===== src/rtl/operand_load_sequencer_pkg.sv =====
// Shared types for the operand load sequencer: state encoding (also shown on LEDs).
package seq_pkg;

    localparam int STATE_W = 3;

    typedef enum logic [STATE_W-1:0] {
        WAIT_A = 3'd0,
        LOAD_A = 3'd1,
        WAIT_B = 3'd2,
        LOAD_B = 3'd3,
        START  = 3'd4,
        EXEC   = 3'd5,
        SHOW   = 3'd6
    } state_t;

endpackage


===== src/rtl/operand_load_sequencer_edge_det.sv =====
// Rising-edge detector for the already-synchronized "data ready" button level.
module rising_edge_det (
    input  logic clk,
    input  logic reset,
    input  logic in,
    output logic rise
);

    logic prev_r;

    // History resets high so a button held through reset release gives no edge.
    always_ff @(posedge clk or posedge reset) begin
        if (reset) begin
            prev_r <= 1'b1;
        end else begin
            prev_r <= in;
        end
    end

    assign rise = in & ~prev_r;

endmodule


===== src/rtl/operand_load_sequencer.sv =====
// Sequences operand A/B capture from a shared bus, starts the datapath and holds the result.
// Optional EXEC watchdog with sticky err flag is built when SEQ_TIMEOUT_EN is defined.
module operand_load_sequencer
    import seq_pkg::*;
#(
    parameter int DATA_W         = 8,
    parameter int HOLD_CYCLES    = 4,
    parameter int TIMEOUT_CYCLES = 16
) (
    input  logic              clk,
    input  logic              reset,
    input  logic              inputdata_ready,
    input  logic [DATA_W-1:0] data_in,
    input  logic              dp_done,
    output logic [DATA_W-1:0] op_a,
    output logic [DATA_W-1:0] op_b,
    output logic              load_a,
    output logic              load_b,
    output logic              start,
    output logic              busy,
    output logic              result_valid,
    output logic              err,
    output logic [STATE_W-1:0] state_dbg
);

    localparam int HOLD_W = $clog2(HOLD_CYCLES + 1);

    if (HOLD_CYCLES < 1 || TIMEOUT_CYCLES < 1) begin : g_bad_param
        $error("HOLD_CYCLES and TIMEOUT_CYCLES must be at least 1");
    end

    state_t              state_r, state_s;
    logic [DATA_W-1:0]   op_a_r, op_b_r;
    logic [HOLD_W-1:0]   hold_r, hold_s;
    logic                cap_a_s, cap_b_s, rise_s;
    logic                load_a_r, load_b_r, start_r, busy_r, result_valid_r;

`ifdef SEQ_TIMEOUT_EN
    localparam int TO_W = $clog2(TIMEOUT_CYCLES + 1);
    logic [TO_W-1:0]     to_r, to_s;
    logic                to_exp_s, err_r;
`endif

    rising_edge_det u_edge (
        .clk   (clk),
        .reset (reset),
        .in    (inputdata_ready),
        .rise  (rise_s)
    );

    // Next-state, capture strobes and counter updates.
    always_comb begin
        state_s = state_r;
        hold_s  = hold_r;
        cap_a_s = 1'b0;
        cap_b_s = 1'b0;
`ifdef SEQ_TIMEOUT_EN
        to_s     = '0;
        to_exp_s = 1'b0;
`endif
        case (state_r)
            WAIT_A: begin
                if (rise_s) begin
                    cap_a_s = 1'b1;
                    state_s = LOAD_A;
                end else begin
                    state_s = WAIT_A;
                end
            end
            LOAD_A: state_s = WAIT_B;
            WAIT_B: begin
                if (rise_s) begin
                    cap_b_s = 1'b1;
                    state_s = LOAD_B;
                end else begin
                    state_s = WAIT_B;
                end
            end
            LOAD_B: state_s = START;
            START:  state_s = EXEC;
            EXEC: begin
                // dp_done beats a simultaneous watchdog expiry.
                if (dp_done) begin
                    state_s = SHOW;
                    hold_s  = '0;
`ifdef SEQ_TIMEOUT_EN
                end else if (to_r == TO_W'(TIMEOUT_CYCLES - 1)) begin
                    state_s  = WAIT_A;
                    to_exp_s = 1'b1;
                end else begin
                    to_s    = to_r + 1'b1;
                    state_s = EXEC;
                end
`else
                end else begin
                    state_s = EXEC;
                end
`endif
            end
            SHOW: begin
                // A new button edge restarts immediately, ahead of window expiry.
                if (rise_s) begin
                    cap_a_s = 1'b1;
                    state_s = LOAD_A;
                end else if (hold_r == HOLD_W'(HOLD_CYCLES - 1)) begin
                    state_s = WAIT_A;
                end else begin
                    hold_s  = hold_r + 1'b1;
                    state_s = SHOW;
                end
            end
            default: state_s = WAIT_A;
        endcase
    end

    // State, operands and Moore outputs registered from the next state.
    always_ff @(posedge clk or posedge reset) begin
        if (reset) begin
            state_r        <= WAIT_A;
            hold_r         <= '0;
            op_a_r         <= '0;
            op_b_r         <= '0;
            load_a_r       <= 1'b0;
            load_b_r       <= 1'b0;
            start_r        <= 1'b0;
            busy_r         <= 1'b0;
            result_valid_r <= 1'b0;
        end else begin
            state_r        <= state_s;
            hold_r         <= hold_s;
            op_a_r         <= cap_a_s ? data_in : op_a_r;
            op_b_r         <= cap_b_s ? data_in : op_b_r;
            load_a_r       <= (state_s == LOAD_A);
            load_b_r       <= (state_s == LOAD_B);
            start_r        <= (state_s == START);
            busy_r         <= (state_s == START) || (state_s == EXEC);
            result_valid_r <= (state_s == SHOW);
        end
    end

`ifdef SEQ_TIMEOUT_EN
    // Watchdog count and sticky error; err only clears on reset.
    always_ff @(posedge clk or posedge reset) begin
        if (reset) begin
            to_r  <= '0;
            err_r <= 1'b0;
        end else begin
            to_r  <= to_s;
            err_r <= err_r | to_exp_s;
        end
    end

    assign err = err_r;
`else
    assign err = 1'b0;
`endif

    assign op_a         = op_a_r;
    assign op_b         = op_b_r;
    assign load_a       = load_a_r;
    assign load_b       = load_b_r;
    assign start        = start_r;
    assign busy         = busy_r;
    assign result_valid = result_valid_r;
    assign state_dbg    = state_r;

endmodule

===== config.mk =====
export PLATFORM = sky130hd
export DESIGN_NAME = operand_load_sequencer
export DESIGN_NICKNAME = d
export VERILOG_FILES = /design/src/rtl/operand_load_sequencer_pkg.sv /design/src/rtl/operand_load_sequencer_edge_det.sv /design/src/rtl/operand_load_sequencer.sv
export SDC_FILE = /design/constraint.sdc
export NUM_CORES = 1
export LEC_CHECK = 0
export CORE_MARGIN = 1
export CORE_UTILIZATION = 45
export CTS_BUF_LIST = sky130_fd_sc_hd__clkbuf_8
export DETAILED_ROUTE_END_ITERATION = 6
export HOLD_SLACK_MARGIN = 0.12
export PLACE_DENSITY = 0.78
export SLEW_MARGIN = 5
export SYNTH_ARGS = -nofsm -noshare
export SYNTH_HDL_FRONTEND = slang
export SYNTH_SLANG_ARGS = --single-unit
export TNS_END_PERCENT = 10

===== constraint.sdc =====
create_clock -name clk -period 4.91 [get_ports clk]
set_input_delay 1.473 -clock clk [delete_from_list [all_inputs] [get_ports clk]]
set_output_delay 1.473 -clock clk [all_outputs]
set_load 0.02 [all_outputs]

==> flow_metrics.tcl <==
set metrics [dict create \
    grt_antenna_before_repair 0 \
    endpoint_kind "register" \
    final_max_slew_viol_count 0 \
    cts-buffers-inserted 3 \
    die-height_um 52.4 \
    port_buffers 35 \
    clk_latency_ns 0.27 \
    syn_avg_cell_area_um2 14.3 \
    cp-start-kind "input pin" \
    placedCellCount 139 \
    die_width_um 52.4 \
    min_from "op_b[2]$_DFFE_PP0P_" \
    vias_per_cell 4.97 \
    final-seq-area_um2 702 \
    crit_fanout 9 \
    post-synth-top-count-cell "sky130_fd_sc_hd__dfrtp_1" \
    clock_tree.buffer_depth 2 \
    design.die.area_mm2 0.00275 \
    path_cells "clkdlybuf4s50_1, or3b_1, or3_1, mux2_4" \
    setup_total_negative_slack_ns 0 \
    yosysWarningCount 0 \
    setup_viol_count_final 0 \
    layout-drive-gt1-share 0.200 \
    syn_area_mm2 0.00114 \
    count_of_buffers_added_by_post_cts_timing_repair_for_setup 0 \
    synth-main-ff-cell "sky130_fd_sc_hd__dfrtp_1" \
    root_buffer "sky130_fd_sc_hd__clkbuf_8" \
    rows 17 \
    min_path_type "reg -> reg" \
    worstHoldPathCells 1 \
    cp-startpoint "inputdata_ready" \
    worst_max_slew_pin_slew_ns 1.03 \
    timing.clock.skew_ns 0.00942 \
    synthesis.nets 94 \
    post_synth_num_cell_types 25 \
    initialDrtViolationCount 8 \
    maxClockFrequency_ghz 0.313 \
    dp_hpwl_um 1470 \
    routed-via-count 711 \
    shortest_clock_period_the_worst_path_allows_after_layout_ns 3.20 \
    timing.hold.worst_endpoint "op_b[2]$_DFFE_PP0P_" \
    cell_type_with_the_largest_total_area_after_synthesis "sky130_fd_sc_hd__dfrtp_1" \
    critical_path_buf_inv_count 1 \
    synth-seq-cells 28 \
    timing_hold_violations_final 0 \
    num-nets-final 130 \
    cts.repair.resized 0 \
    place.gp.congestion 0.762 \
    timing.max_slew.rel_slack 0.312 \
    cts.htree.levels 1 \
    ys_async_sr_fraction 1.00 \
    slowest_delay_ns 0.62 \
    status "finished clean" \
    first_pass_grt_wire_length_um 3370 \
    cts_tree "built" \
    remaining_drcs 0 \
    design_area_mm2 0.00156 \
    worst-setup-path-type "in -> reg" \
    post_drt_wl_per_cell_um 14.2 \
    synthesis.instances 80 \
    area_growth_pct 36.2 \
    grt_use_total 0.171 \
    crit_path_top_delay_cell "sky130_fd_sc_hd__or3_1" \
    synth_sequential_area_ratio 0.613 \
    worst_ir_drop_vdd_mv 0.400 \
    postPlaceCellArea_mm2 0.00150 \
    globalRouteOverflowTotal 0 \
    n_antenna_cell 0 \
    reg2reg_slack_ns 2.92 \
    cts_hold_repair.buffers 0 \
    synth_top_cell_area_share 0.590 \
    initial_core_util 0.498 \
    final_cell_count_without_fillers 143 \
    nFillCells 188 \
    wirelength_um 2030 \
    crit_required_ns 5.06 \
    setup_ws_ns 1.71 \
    clock_sink_count 28 \
    placeableCoreArea_mm2 0.00230 \
    ant_nets 0 \
    total_power_density_per_cell_area_mw_per_mm2 658 \
    crit_family "simple AND/OR/NAND/NOR gates" \
    r2r.worst_path.cells 3 \
    multi_input_comb_area_um2 398 \
    timing.max_cap.violations 0 \
    timing.critical_path.arrival_ns 3.35 \
    post_synth_most_frequent_cells "sky130_fd_sc_hd__dfrtp_1, sky130_fd_sc_hd__mux2_4, sky130_fd_sc_hd__mux2_2, sky130_fd_sc_hd__nand2_1, sky130_fd_sc_hd__inv_1" \
    crit-reg2reg-capture "op_a[3]$_DFFE_PP0P_" \
    ranking_of_synthesized_cells_by_area "sky130_fd_sc_hd__dfrtp_1, sky130_fd_sc_hd__mux2_4, sky130_fd_sc_hd__mux2_2" \
    synth-edff-count 0 \
    r2r-start "state_dbg[0]$_DFF_PP0_" \
    detailedRoute.firstPassIterationCount 4 \
    first_global_vias 705 \
    unrepaired_setup_endpoints_after_global_routing "false" \
    clk_pin_slew_ns 0.08 \
    pre_cts_ws_ns 1.44 \
    post-route-period-util 0.651 \
    cellLeakagePower_nw 0.744 \
    grt_max_degree 29 \
    design.portCount 37 \
]
-- registers in the layout, indices dropped and copies added, names as in the netlist --
register       flops
op_b               8
load_a             1
hold_r             3
op_a               8
u_edge.prev_r      1
busy               1
result_valid       1
start              1
load_b             1
state_dbg          3
-- kinds of logic (layout without fill, tap and decap cells) --
logic type,Yosys count,in the layout,synth area share
xor+xnor,1,1,0.00765
mux,17,17,0.192
compound gates,3,3,0.0230
simple gates,19,19,0.0995
fa+ha+maj,2,2,0.0219
other cells,1,1,0.00328
buf+inv,9,44,0.0394
flops,28,28,0.613
-- layout by cell type (no fill, tap or decap), drive strengths merged --
| cell type | instances |
|---|---|
| clkdlybuf4s50 | 35 |
| conb | 1 |
| nand3b | 2 |
| inv | 5 |
| nand4b | 1 |
| mux2i | 1 |
| and2b | 1 |
| nor4 | 1 |
| or3b | 1 |
| a31o | 2 |
| or3 | 2 |
| nand2b | 1 |
| mux2 | 16 |
| xnor2 | 1 |
| clkbuf | 4 |
| dfrtp | 27 |
| nor4b | 1 |
| ha | 2 |
| o221ai | 1 |
| nor2b | 2 |
| nand2 | 7 |
| dfstp | 1 |
-- power breakdown --
| group | internal [mW] | switching (mW) |
|---|---|---|
| sequential | 0.331 | 0.0623 |
| combinational | 0.277 | 0.219 |
| clock | 0.0716 | 0.0659 |
| total | 0.680 | 0.347 |
-- per-layer routing --
layer	track usage	wire (um)	vias up	share of wire
met4	0.0658	25	0	0.012
met1	0.225	963	337	0.47
met3	0.0348	116	2	0.057
li1	-	-	344	-
met2	0.276	922	28	0.45
met5	0	0	-	0
-- how the worst max path moves through the flow --
| stage | depth (start not counted) | to | slack (ns) |
|---|---|---|---|
| after floorplan | 4 | op_a[0]$_DFFE_PP0P_ | 2.14 |
| after global placement | 4 | op_a[0]$_DFFE_PP0P_ | 1.48 |
| after detailed placement | 4 | op_a[1]$_DFFE_PP0P_ | 1.44 |
| after CTS | 4 | op_a[6]$_DFFE_PP0P_ | 1.73 |
| after global routing | 4 | op_a[6]$_DFFE_PP0P_ | 1.66 |
| final | 4 | op_a[3]$_DFFE_PP0P_ | 1.71 |
-- worst register-to-register path: cells and delay by family, from the launching register on --
kind | cells | cell delay (ns)
flops | 1 | 0.46
mux | 1 | 0.38
simple gates | 2 | 1.05
-- per-stage QoR --
stage	power, mW	util	hold WS [ns]
detailed placement	0.898	0.655	0.492
global route	1.09	0.679	0.523
finish	1.03	0.679	0.501
floorplan	0.679	-	0.452
CTS	1.04	0.679	0.505
global placement	0.883	0.655	0.477
-- cell type report --
type,count,share of cell area
Inverter,5,0.0120
Timing Repair Buffer,35,0.225
Sequential cell,28,0.450
Multi-Input combinational cell,43,0.255
Clock buffer,4,0.0353
Tap cell,28,0.0225
(Power assumes the default switching activity.)
